===== config.mk =====
export PLATFORM = sky130hd
export DESIGN_NAME = program_loader_flat
export DESIGN_NICKNAME = d
export VERILOG_FILES = /design/src/rtl/program_loader_pkg.sv /design/src/rtl/program_loader_if.sv /design/src/rtl/byte_assembler.sv /design/src/rtl/program_loader.sv /design/src/flat_wrapper.sv
export SDC_FILE = /design/constraint.sdc
export NUM_CORES = 1
export LEC_CHECK = 0
export CORE_ASPECT_RATIO = 0.8
export CORE_UTILIZATION = 50
export DETAILED_ROUTE_END_ITERATION = 6
export PLACE_DENSITY = 0.74
export SYNTH_ARGS = -nofsm -noshare
export SYNTH_HDL_FRONTEND = slang
export SYNTH_HIERARCHICAL = 1
export SYNTH_SLANG_ARGS = --single-unit

===== constraint.sdc =====
create_clock -name clk -period 7.7 [get_ports clk]
set_input_delay 1.54 -clock clk [delete_from_list [all_inputs] [get_ports clk]]
set_output_delay 1.54 -clock clk [all_outputs]
set_load 0.005 [all_outputs]

===== src/rtl/program_loader_pkg.sv =====
// Shared constants and FSM encoding for the host program loader.
// Imported by the loader top and its byte assembler.
package loader_pkg;

  localparam logic [7:0] OP_I = 8'h49;
  localparam logic [7:0] OP_D = 8'h44;
  localparam logic [7:0] OP_G = 8'h47;

  localparam int BYTES_PER_WORD = 4;
  localparam int ADDR_BYTES     = 4;
  localparam int LEN_BYTES      = 2;

  typedef enum logic [2:0] {
    S_IDLE,
    S_ADDR,
    S_LEN,
    S_DATA,
    S_GO
  } state_t;

  function automatic logic is_load_op(
    input logic [7:0] b
  );
    return (b == OP_I) || (b == OP_D);
  endfunction

endpackage


===== src/rtl/program_loader_if.sv =====
// Host byte stream in, cache write ports and control out.
// master = host/processor side, slave = loader side.
interface program_loader_if;

  logic        in_valid;
  logic [7:0]  in_data;
  logic        in_ready;
  logic [31:0] IData_out;
  logic [31:0] IAddr_out;
  logic        icache_we;
  logic [31:0] DData_out;
  logic [31:0] DAddr_out;
  logic        dcache_we;
  logic        start;
  logic        busy;
  logic        err;

  modport master (
    output in_valid, in_data,
    input  in_ready,
    input  IData_out, IAddr_out, icache_we,
    input  DData_out, DAddr_out, dcache_we,
    input  start, busy, err
  );

  modport slave (
    input  in_valid, in_data,
    output in_ready,
    output IData_out, IAddr_out, icache_we,
    output DData_out, DAddr_out, dcache_we,
    output start, busy, err
  );

endinterface


===== src/rtl/byte_assembler.sv =====
// MSB-first byte-to-word assembly with a 2-bit byte index.
// word/last present the completed word combinationally on byte 3.
module byte_assembler
  import loader_pkg::*;
(
  input  logic        clk,
  input  logic        rst,
  input  logic        en,
  input  logic [7:0]  din,
  output logic [31:0] word,
  output logic        last
);

  logic [23:0] sh;
  logic [1:0]  idx;

  assign word = {sh, din};
  assign last = (idx == 2'(BYTES_PER_WORD - 1));

  always_ff @(posedge clk or posedge rst) begin
    if (rst) begin
      sh  <= '0;
      idx <= '0;
    end else if (en) begin
      sh  <= word[23:0];
      idx <= idx + 2'd1;
    end
  end

endmodule


===== src/rtl/program_loader.sv =====
// Parses I/D/G packets from a host byte stream and
// writes assembled words into the instruction/data caches.
module program_loader
  import loader_pkg::*;
#(
  parameter int unsigned ADDR_STEP = 1,
  parameter int unsigned MAX_WORDS = 16'hFFFF
) (
  input  logic              clk,
  input  logic              rst,
  program_loader_if.slave   bus
);

  state_t      state;
  logic [1:0]  cnt;
  logic [31:0] addr_r;
  logic [15:0] len_r;
  logic [15:0] left;
  logic        sel_d;
  logic        acc;
  logic [15:0] len_full;
  logic [31:0] asm_word;
  logic        asm_last;

  assign bus.in_ready = ~rst & (state != S_GO);
  assign bus.busy     = (state != S_IDLE);
  assign acc          = bus.in_valid & bus.in_ready;
  assign len_full     = {len_r[7:0], bus.in_data};

  byte_assembler u_asm (
    .clk  (clk),
    .rst  (rst),
    .en   (acc && (state == S_DATA)),
    .din  (bus.in_data),
    .word (asm_word),
    .last (asm_last)
  );

  always_ff @(posedge clk or posedge rst) begin
    if (rst) begin
      state         <= S_IDLE;
      cnt           <= '0;
      addr_r        <= '0;
      len_r         <= '0;
      left          <= '0;
      sel_d         <= 1'b0;
      bus.IData_out <= '0;
      bus.IAddr_out <= '0;
      bus.icache_we <= 1'b0;
      bus.DData_out <= '0;
      bus.DAddr_out <= '0;
      bus.dcache_we <= 1'b0;
      bus.start     <= 1'b0;
      bus.err       <= 1'b0;
    end else begin
      bus.icache_we <= 1'b0;
      bus.dcache_we <= 1'b0;
      bus.start     <= 1'b0;
      unique case (state)
        S_IDLE: begin
          if (acc) begin
            unique case (1'b1)
              is_load_op(bus.in_data): begin
                sel_d   <= (bus.in_data == OP_D);
                bus.err <= 1'b0;
                cnt     <= '0;
                state   <= S_ADDR;
              end
              (bus.in_data == OP_G): begin
                bus.err   <= 1'b0;
                bus.start <= 1'b1;
                state     <= S_GO;
              end
              default: bus.err <= 1'b1;
            endcase
          end
        end
        S_ADDR: begin
          if (acc) begin
            addr_r <= {addr_r[23:0], bus.in_data};
            cnt    <= cnt + 2'd1;
            if (cnt == 2'(ADDR_BYTES - 1)) begin
              cnt   <= '0;
              state <= S_LEN;
            end
          end
        end
        S_LEN: begin
          if (acc) begin
            len_r <= len_full;
            cnt   <= cnt + 2'd1;
            if (cnt == 2'(LEN_BYTES - 1)) begin
              cnt  <= '0;
              left <= len_full;
              // oversize counts are rejected before any data byte
              if (len_full == '0) begin
                state <= S_IDLE;
              end else if (32'(len_full) > MAX_WORDS) begin
                bus.err <= 1'b1;
                state   <= S_IDLE;
              end else begin
                state <= S_DATA;
              end
            end
          end
        end
        S_DATA: begin
          if (acc && asm_last) begin
            if (sel_d) begin
              bus.DData_out <= asm_word;
              bus.DAddr_out <= addr_r;
              bus.dcache_we <= 1'b1;
            end else begin
              bus.IData_out <= asm_word;
              bus.IAddr_out <= addr_r;
              bus.icache_we <= 1'b1;
            end
            addr_r <= addr_r + 32'(ADDR_STEP);
            left   <= left - 16'd1;
            if (left == 16'd1) state <= S_IDLE;
          end
        end
        S_GO:    state <= S_IDLE;
        default: state <= S_IDLE;
      endcase
    end
  end

endmodule

===== src/flat_wrapper.sv =====
// flat-port wrapper written by rule: the top's interface ports become plain ports
module program_loader_flat import loader_pkg::*;
#(
  parameter int unsigned ADDR_STEP = 1,
  parameter int unsigned MAX_WORDS = 16'hFFFF
)
  (clk, rst, bus_in_valid, bus_in_data, bus_in_ready, bus_IData_out, bus_IAddr_out, bus_icache_we, bus_DData_out, bus_DAddr_out, bus_dcache_we, bus_start, bus_busy, bus_err);
  program_loader_if bus_i ();
  input  logic clk;
  input  logic rst;
  input wire logic [$bits(bus_i.in_valid)-1:0] bus_in_valid;
  input wire logic [$bits(bus_i.in_data)-1:0] bus_in_data;
  output wire logic [$bits(bus_i.in_ready)-1:0] bus_in_ready;
  output wire logic [$bits(bus_i.IData_out)-1:0] bus_IData_out;
  output wire logic [$bits(bus_i.IAddr_out)-1:0] bus_IAddr_out;
  output wire logic [$bits(bus_i.icache_we)-1:0] bus_icache_we;
  output wire logic [$bits(bus_i.DData_out)-1:0] bus_DData_out;
  output wire logic [$bits(bus_i.DAddr_out)-1:0] bus_DAddr_out;
  output wire logic [$bits(bus_i.dcache_we)-1:0] bus_dcache_we;
  output wire logic [$bits(bus_i.start)-1:0] bus_start;
  output wire logic [$bits(bus_i.busy)-1:0] bus_busy;
  output wire logic [$bits(bus_i.err)-1:0] bus_err;
  assign bus_i.in_valid = bus_in_valid;
  assign bus_i.in_data = bus_in_data;
  assign bus_in_ready = bus_i.in_ready;
  assign bus_IData_out = bus_i.IData_out;
  assign bus_IAddr_out = bus_i.IAddr_out;
  assign bus_icache_we = bus_i.icache_we;
  assign bus_DData_out = bus_i.DData_out;
  assign bus_DAddr_out = bus_i.DAddr_out;
  assign bus_dcache_we = bus_i.dcache_we;
  assign bus_start = bus_i.start;
  assign bus_busy = bus_i.busy;
  assign bus_err = bus_i.err;
  program_loader #(.ADDR_STEP(ADDR_STEP), .MAX_WORDS(MAX_WORDS)) u_core (.clk(clk), .rst(rst), .bus(bus_i));
endmodule

==> qor.yml, run 1 <==
ff_latch_area_um2: 5510
fin_nets: 960
die_area_um2: 20500
worst-path-buf-inv: 3
leakagePower_uw: 0.00534
cts_tree: "done"
cts_sinks: 220
cp_common_cell: "buf_4"
syn_inst: 834
setup_viol: 0
worstSkewPairLatency_ns: 0.50
viasPerCell: 5.82
min_period_over_period_pct: 62.9
critPathMaxStageDelay_ns: 0.70
crit_family: "simple AND/OR/NAND/NOR gates"
routedWlPerCell_um: 18.7
max_freq_mhz: 206
cts_buffer_depth: 3
cts_setup_buffers: 0
die_w_um: 160
yosysWarnings: 6
grt_pass1_wl_um: 37600
antenna_found_initial: 0
root_buffer: "clkbuf_16"
skew_ns: 0.00583
slew_headroom_pct: 28.4
start_util_pct: 51.8
p_comb_share_pct: 32.4
syn_avg_cell_area_um2: 12.0
cts_buffers: 23
grt_overflow_total: 0
antenna_cells: 0
powerDensity_nw_per_um2: 392
gp_congestion: 0.829
finalMaxSlewViolations: 0
drive_gt1_share_pct: 22.1
total_power_uw: 4820
pwr-share-seq_pct: 43.1
cts_resized: 0
fin_setup_tns_ns: 0
yosysSeqAreaShare_pct: 55.2
fin_hold_ws_ns: 0.478
yosysUniqueCellTypes: 69
ctsHtreeMaxLevel: 1
worstSetupPathType: "in2reg"
ys_seq_elements: 220
cp_cell_sequence: "clkdlybuf4s50_1 -> nand2b_1 -> nor4b_4 -> buf_4 -> nand2_1 -> nor2_4 -> buf_4 -> mux2_2"
first_pass_iters: 5
cts.clk_slew.worst_paths_ns: 0.06
io_pins: 145
p_sw_uw: 1540
hp-class: "reg2reg"
critPathLaunchType: "input port"
ys.flop_type: "dfrtp_1"
postCtsHoldBufs: 0
synth_nets: 852
numPortBuffers: 144
die_y_um: 128
p_sw_share_pct: 31.9
cp.required_ns: 8.07
hpwlAfterDp_um: 14700
rows: 45
grtUsageTotal_pct: 22.8
first_global_vias: 6881
ant_nets: 0
num-fill-cells: 1505
core_um2: 19300
endpoint_kind: "flop"
rsz0062_at_grt: "no"
worst-path-max-fanout: 39
synth_edf_count: 0
routed_wl_um: 22800
synth_area_um2: 9980
clockPowerShare_pct: 24.5
area_delta_synth_final_pct: 23.1
grt_max_degree: 118
finalCriticalPeriod_ns: 4.84
vdd_drop_max_mv: 0.190
multi_input_area_um2: 4080
drtIter0Drc: 475
via_count: 7074
cp.arrival_ns: 5.22
internal-power_uw: 3280
worst_slew_pin_slew_ns: 1.07
finalHoldViolCount: 0
maxCapViolations: 0
drc: 0
cp_slowest_cell: "nor2_4"
status: "completed"
synth-async-reset-ratio_pct: 100
[per-layer routing]
layer / global-route usage (%) / vias to the layer above / share of wire, %
li1: - / 3255 / -
met1: 34.0 / 3593 / 48
met2: 34.9 / 196 / 46
met3: 3.45 / 30 / 4.7
met4: 5.99 / 0 / 1.6
met5: 0.227 / - / 0
[power groups by stage]
| stage | clock network (uW) | registers, uW | logic (uW) |
|---|---|---|---|
| 6_report | 1180 | 2080 | 1560 |
| 5_1_grt | 1250 | 2150 | 1710 |
| 4_1_cts | 1210 | 2080 | 1570 |
| 3_5_place_dp | 0 | 2090 | 1560 |
| 3_3_place_gp | 0 | 2070 | 1520 |
| 2_1_floorplan | 0 | 1910 | 959 |
[per-stage QoR]
stage          util (%)  cells  cell area, um^2  setup WS [ns]
3_5_place_dp       59.5   1175            11500           2.36
2_1_floorplan         -    834             9980          0.876
3_3_place_gp       59.5   1175            11500           2.43
6_report           63.8   1216            12300           2.86
4_1_cts            63.8   1216            12300           2.89
5_1_grt            63.8   1216            12300           2.64
[final timing paths]
path | from | end | slack [ns] | cells after the start
setup / recovery | rst | u_core/bus.IAddr_out[3] | 2.86 | 8
hold / removal | u_core/u_asm/idx[0] | u_core/u_asm/idx[0] | 0.48 | 1
setup reg to reg | u_core/state[1] | u_core/bus.IAddr_out[3] | 3.95 | 6
hold reg to reg | u_core/u_asm/idx[0] | u_core/u_asm/idx[0] | 0.48 | 1
max in group asynchronous | rst | u_core/bus.IAddr_out[1] | 4.55 | 3
min in group asynchronous | rst | u_core/bus.DData_out[19] | 1.64 | 2
[cell usage in the layout, fill, tap and decap left out, types with 4 or more instances in the layout]
cell type,n
nand2_1,50
mux2_4,19
mux2_2,131
ha_1,7
a21oi_1,50
o22a_1,8
nand3_1,16
or3_1,6
clkdlybuf4s50_1,144
clkbuf_8,6
dfrtp_1,220
nor3b_1,6
o21ai_0,44
nor3_1,18
mux2_1,5
o2bb2ai_1,5
nand4_1,14
o22ai_1,10
a2bb2oi_1,7
inv_1,16
bufinv_16,4
nor2_1,36
clkbuf_16,23
nor4_1,5
a31oi_1,8
and3_1,9
a22oi_1,7
buf_4,6
and2_1,4
[kinds of logic (layout without fill, tap and decap cells)]
family          after synthesis  count (layout)  synth area share [%]
xor+xnor                      1               1                0.0878
mux                         156             156                  18.3
simple gates                198             198                  10.6
flops                       220             220                  55.2
fa+ha+maj                     7               7                 0.878
buf+inv                      84             208                  4.21
compound gates              168             168                  10.7
[area by class of cell]
class	instances	share of cell area (%)
multi-input combinational	530	33.2
sequential	220	44.8
tap	258	2.63
inverter	17	0.581
clock buffer	32	5.45
timing repair buffer	150	12.1
clock inverter	9	1.22
[synth_stat cells, types with 9 or more instances]
cell type	count	area [um^2]
o21ai_0	44	220
mux2_2	131	1480
nand2_1	51	191
nor3_1	18	90.1
nor2_1	38	143
clkbuf_1	44	165
mux2_4	19	285
and3_1	9	56.3
o22ai_1	10	62.6
nand4_1	14	87.6
nand3_1	16	80.1
a21oi_1	50	250
inv_1	17	63.8
dfrtp_1	220	5510
buf_4	14	105
[state kept, by name, summed over array words and instances (netlist names)]
register              flops
u_core/state              3
u_core/bus.IAddr_out     32
u_core/bus.start          1
u_core/bus.DAddr_out     32
u_core/bus.IData_out     32
u_core/sel_d              1
u_core/bus.err            1
u_core/bus.icache_we      1
u_core/bus.dcache_we      1
u_core/bus.DData_out     32
u_core/len_r              8
u_core/addr_r            32
u_core/u_asm/sh          24
u_core/u_asm/idx          2
u_core/cnt                2
u_core/left              16
Note: power is estimated with default switching activity, not from simulation.
==> run 2: changes to the inputs <==
Settings changed: CORE_UTILIZATION 50 to 49, PLACE_DENSITY 0.74 to 0.76.
Clock period 7.7 ns to 4.1 ns, I/O delays scaled along.
==> run 2 against run 1 <==
Effect of this change:
- power grew 84%
- hold slack gained 0.00091 ns
- clock-buffer cell count stayed put
- critical path depth shrank 5
- highest routed layer unchanged
- core utilization shrank 2.0 points
- sequential share of layout area is 0.073 points lower
- critical endpoint is now bus_in_ready
- routed wire length grew 0.83%
- sequential power grew 87%
- critical path type is now in2out
==> qor.yml, run 2 (synthesized netlist as in run 1, its figures left out) <==
status: "completed"  # unchanged
startpoint: "rst"  # unchanged
first_pass_iters: 5  # unchanged
cts_tree: "done"  # unchanged
cts_setup_buffers: 0  # unchanged
p_sw_share_pct: 32.4  # was 31.9%
routedWlPerCell_um: 18.7  # about the same
r2r_slack_ns: 1.51  # was 3.95 ns
internal-power_uw: 5990  # was 3280 uW
num-fill-cells: 1597  # was 1505
finalHoldViolCount: 0  # unchanged
start_util_pct: 50.1  # was 51.8%
rows: 46  # was 45
multi_input_area_um2: 4080  # unchanged
cts_buffer_depth: 3  # unchanged
cp_slowest_cell: "clkdlybuf4s50_1"  # was nor2_4
grt_overflow_total: 0  # unchanged
placedInstanceArea_um2: 11600  # was 11500 um^2
drtIter0Drc: 495  # was 475
setup_viol: 0  # unchanged
ant_nets: 0  # unchanged
dp.cells: 1191  # was 1175
critPathLaunchType: "input port"  # unchanged
root_buffer: "clkbuf_16"  # unchanged
hp-class: "reg2reg"  # unchanged
via_count: 7078  # was 7074
fin_hold_ws_ns: 0.479  # was 0.478 ns
die_y_um: 130  # was 128 um
die_w_um: 162  # was 160 um
hpwlAfterDp_um: 14800  # was 14700 um
finalMaxSlewViolations: 0  # unchanged
clockPowerShare_pct: 22.7  # was 24.5%
fin_nets: 970  # was 960
critPathMaxStageDelay_ns: 0.58  # was 0.70 ns
io_pins: 145  # unchanged
core_um2: 19900  # was 19300 um^2
finalCriticalPeriod_ns: 3.00
vdd_drop_max_mv: 0.382  # was 0.190 mV
routed_wl_um: 23000  # was 22800 um
timing.rr.start: "u_core/state[1]"  # unchanged
cts_buffers: 23  # unchanged
slew_headroom_pct: 30.1  # was 28.4%
worstSetupPathType: "in2out"  # was in2reg
postCtsHoldBufs: 0  # unchanged
cp_cell_sequence: "clkdlybuf4s50_1 -> a21oi_1 -> clkdlybuf4s50_1"  # was clkdlybuf4s50_1 -> nand2b_1 -> nor4b_4 -> buf_4 -> nand2_1 -> nor2_4 -> buf_4 -> mux2_2
fin_setup_tns_ns: 0  # unchanged
gp_congestion: 0.860  # was 0.829
leakagePower_uw: 0.00536  # was 0.00534 uW
fin_area_um2: 12300  # about the same
antenna_found_initial: 0  # unchanged
powerDensity_nw_per_um2: 720  # was 392 nW/um^2
antenna_cells: 0  # unchanged
instances_no_fill: 1226  # was 1216
drc: 0  # unchanged
numPortBuffers: 144  # unchanged
max_freq_mhz: 334
viasPerCell: 5.77  # was 5.82
worst_slew_pin_slew_ns: 1.05  # was 1.07 ns
worstSkewPairLatency_ns: 0.50  # about the same
maxCapViolations: 0  # unchanged
worst-path-max-fanout: 5  # was 39
die_area_um2: 20900  # was 20500 um^2
grt_pass1_wl_um: 37800  # was 37600 um
area_delta_synth_final_pct: 23.3  # was 23.1%
grt_max_degree: 114  # was 118
holdPathStages: 1  # unchanged
grtUsageTotal_pct: 22.5  # was 22.8%
cp.required_ns: 3.28  # was 8.07 ns
cp_common_cell: "clkdlybuf4s50_1"  # was buf_4
first_global_vias: 6960  # was 6881
endpoint_kind: "output pin"  # was flop
cp.arrival_ns: 2.18  # was 5.22 ns
min_period_over_period_pct: 73.1
ff_latch_area_um2: 5510  # unchanged
reg2reg_depth: 5  # was 6
layout_common_cells: "dfrtp_1 (220), clkdlybuf4s50_1 (144), mux2_2 (131), nand2_1 (50), a21oi_1 (50)"  # unchanged
ctsHtreeMaxLevel: 1  # unchanged
rsz0062_at_grt: "no"  # unchanged
skew_ns: 0.0134  # was 0.00583 ns
p_comb_share_pct: 33.4  # was 32.4%
pwr-share-seq_pct: 43.9  # was 43.1%
p_sw_uw: 2870  # was 1540 uW
cts_resized: 0  # unchanged
min_from: "u_core/u_asm/idx[0]"  # unchanged
cts_sinks: 220  # unchanged
final_common_cell: "dfrtp_1"  # unchanged
drive_gt1_share_pct: 22.6  # was 22.1%
cts.clk_slew.worst_paths_ns: 0.06  # about the same
==> run 2: cell types whose count changed in the layout (fill, tap and decap cells not counted), sizes merged <==
cell / before / now
clkinv: 3 / 1
buf: 6 / 16
clkinvlp: 2 / 1
bufinv: 4 / 1
==> run 2: final timing paths <==
check | end
setup / recovery | bus_in_ready
hold / removal | u_core/u_asm/idx[0]
setup reg to reg | u_core/bus.IData_out[25]
hold reg to reg | u_core/u_asm/idx[0]
max in group asynchronous | u_core/left[4]
min in group asynchronous | u_core/cnt[1]
==> run 2: layout make-up <==
cell class	instances	area share, %
tap	264	2.69
sequential	220	44.8
clock buffer	32	5.52
clock inverter	3	0.356
multi-input combinational	530	33.1
timing repair buffer	160	13.0
inverter	17	0.549
==> run 2: worst max-delay path, delay by kind of cell <==
kind	cells	cell delay, ns
compound gates	1	0.26
buf+inv	2	1.09
==> run 2: through the flow <==
stage | power (uW) | worst slack, ns | utilization (%)
2_1_floorplan | 5400 | 0.776 | -
3_3_place_gp | 6750 | 0.795 | 58.1
3_5_place_dp | 6870 | 0.764 | 58.1
4_1_cts | 8920 | 1.13 | 61.8
5_1_grt | 9410 | 1.01 | 61.8
6_report | 8860 | 1.10 | 61.8
==> run 2: routing by layer <==
layer	global-route usage [%]	routed length, um	vias to the layer above
li1	-	-	3280
met1	32.8	10800	3535
met2	35.2	10500	224
met3	3.78	1260	39
met4	5.05	435	0
met5	0	0	-
==> run 2: power by group through the flow <==
stage	Sequential, uW	Clock [uW]	Combinational, uW
after detailed placement	3920	0	2950
after CTS	3880	2060	2970
after global placement	3890	0	2860
after global routing	4020	2150	3250
final	3890	2010	2960
after floorplan	3590	0	1800
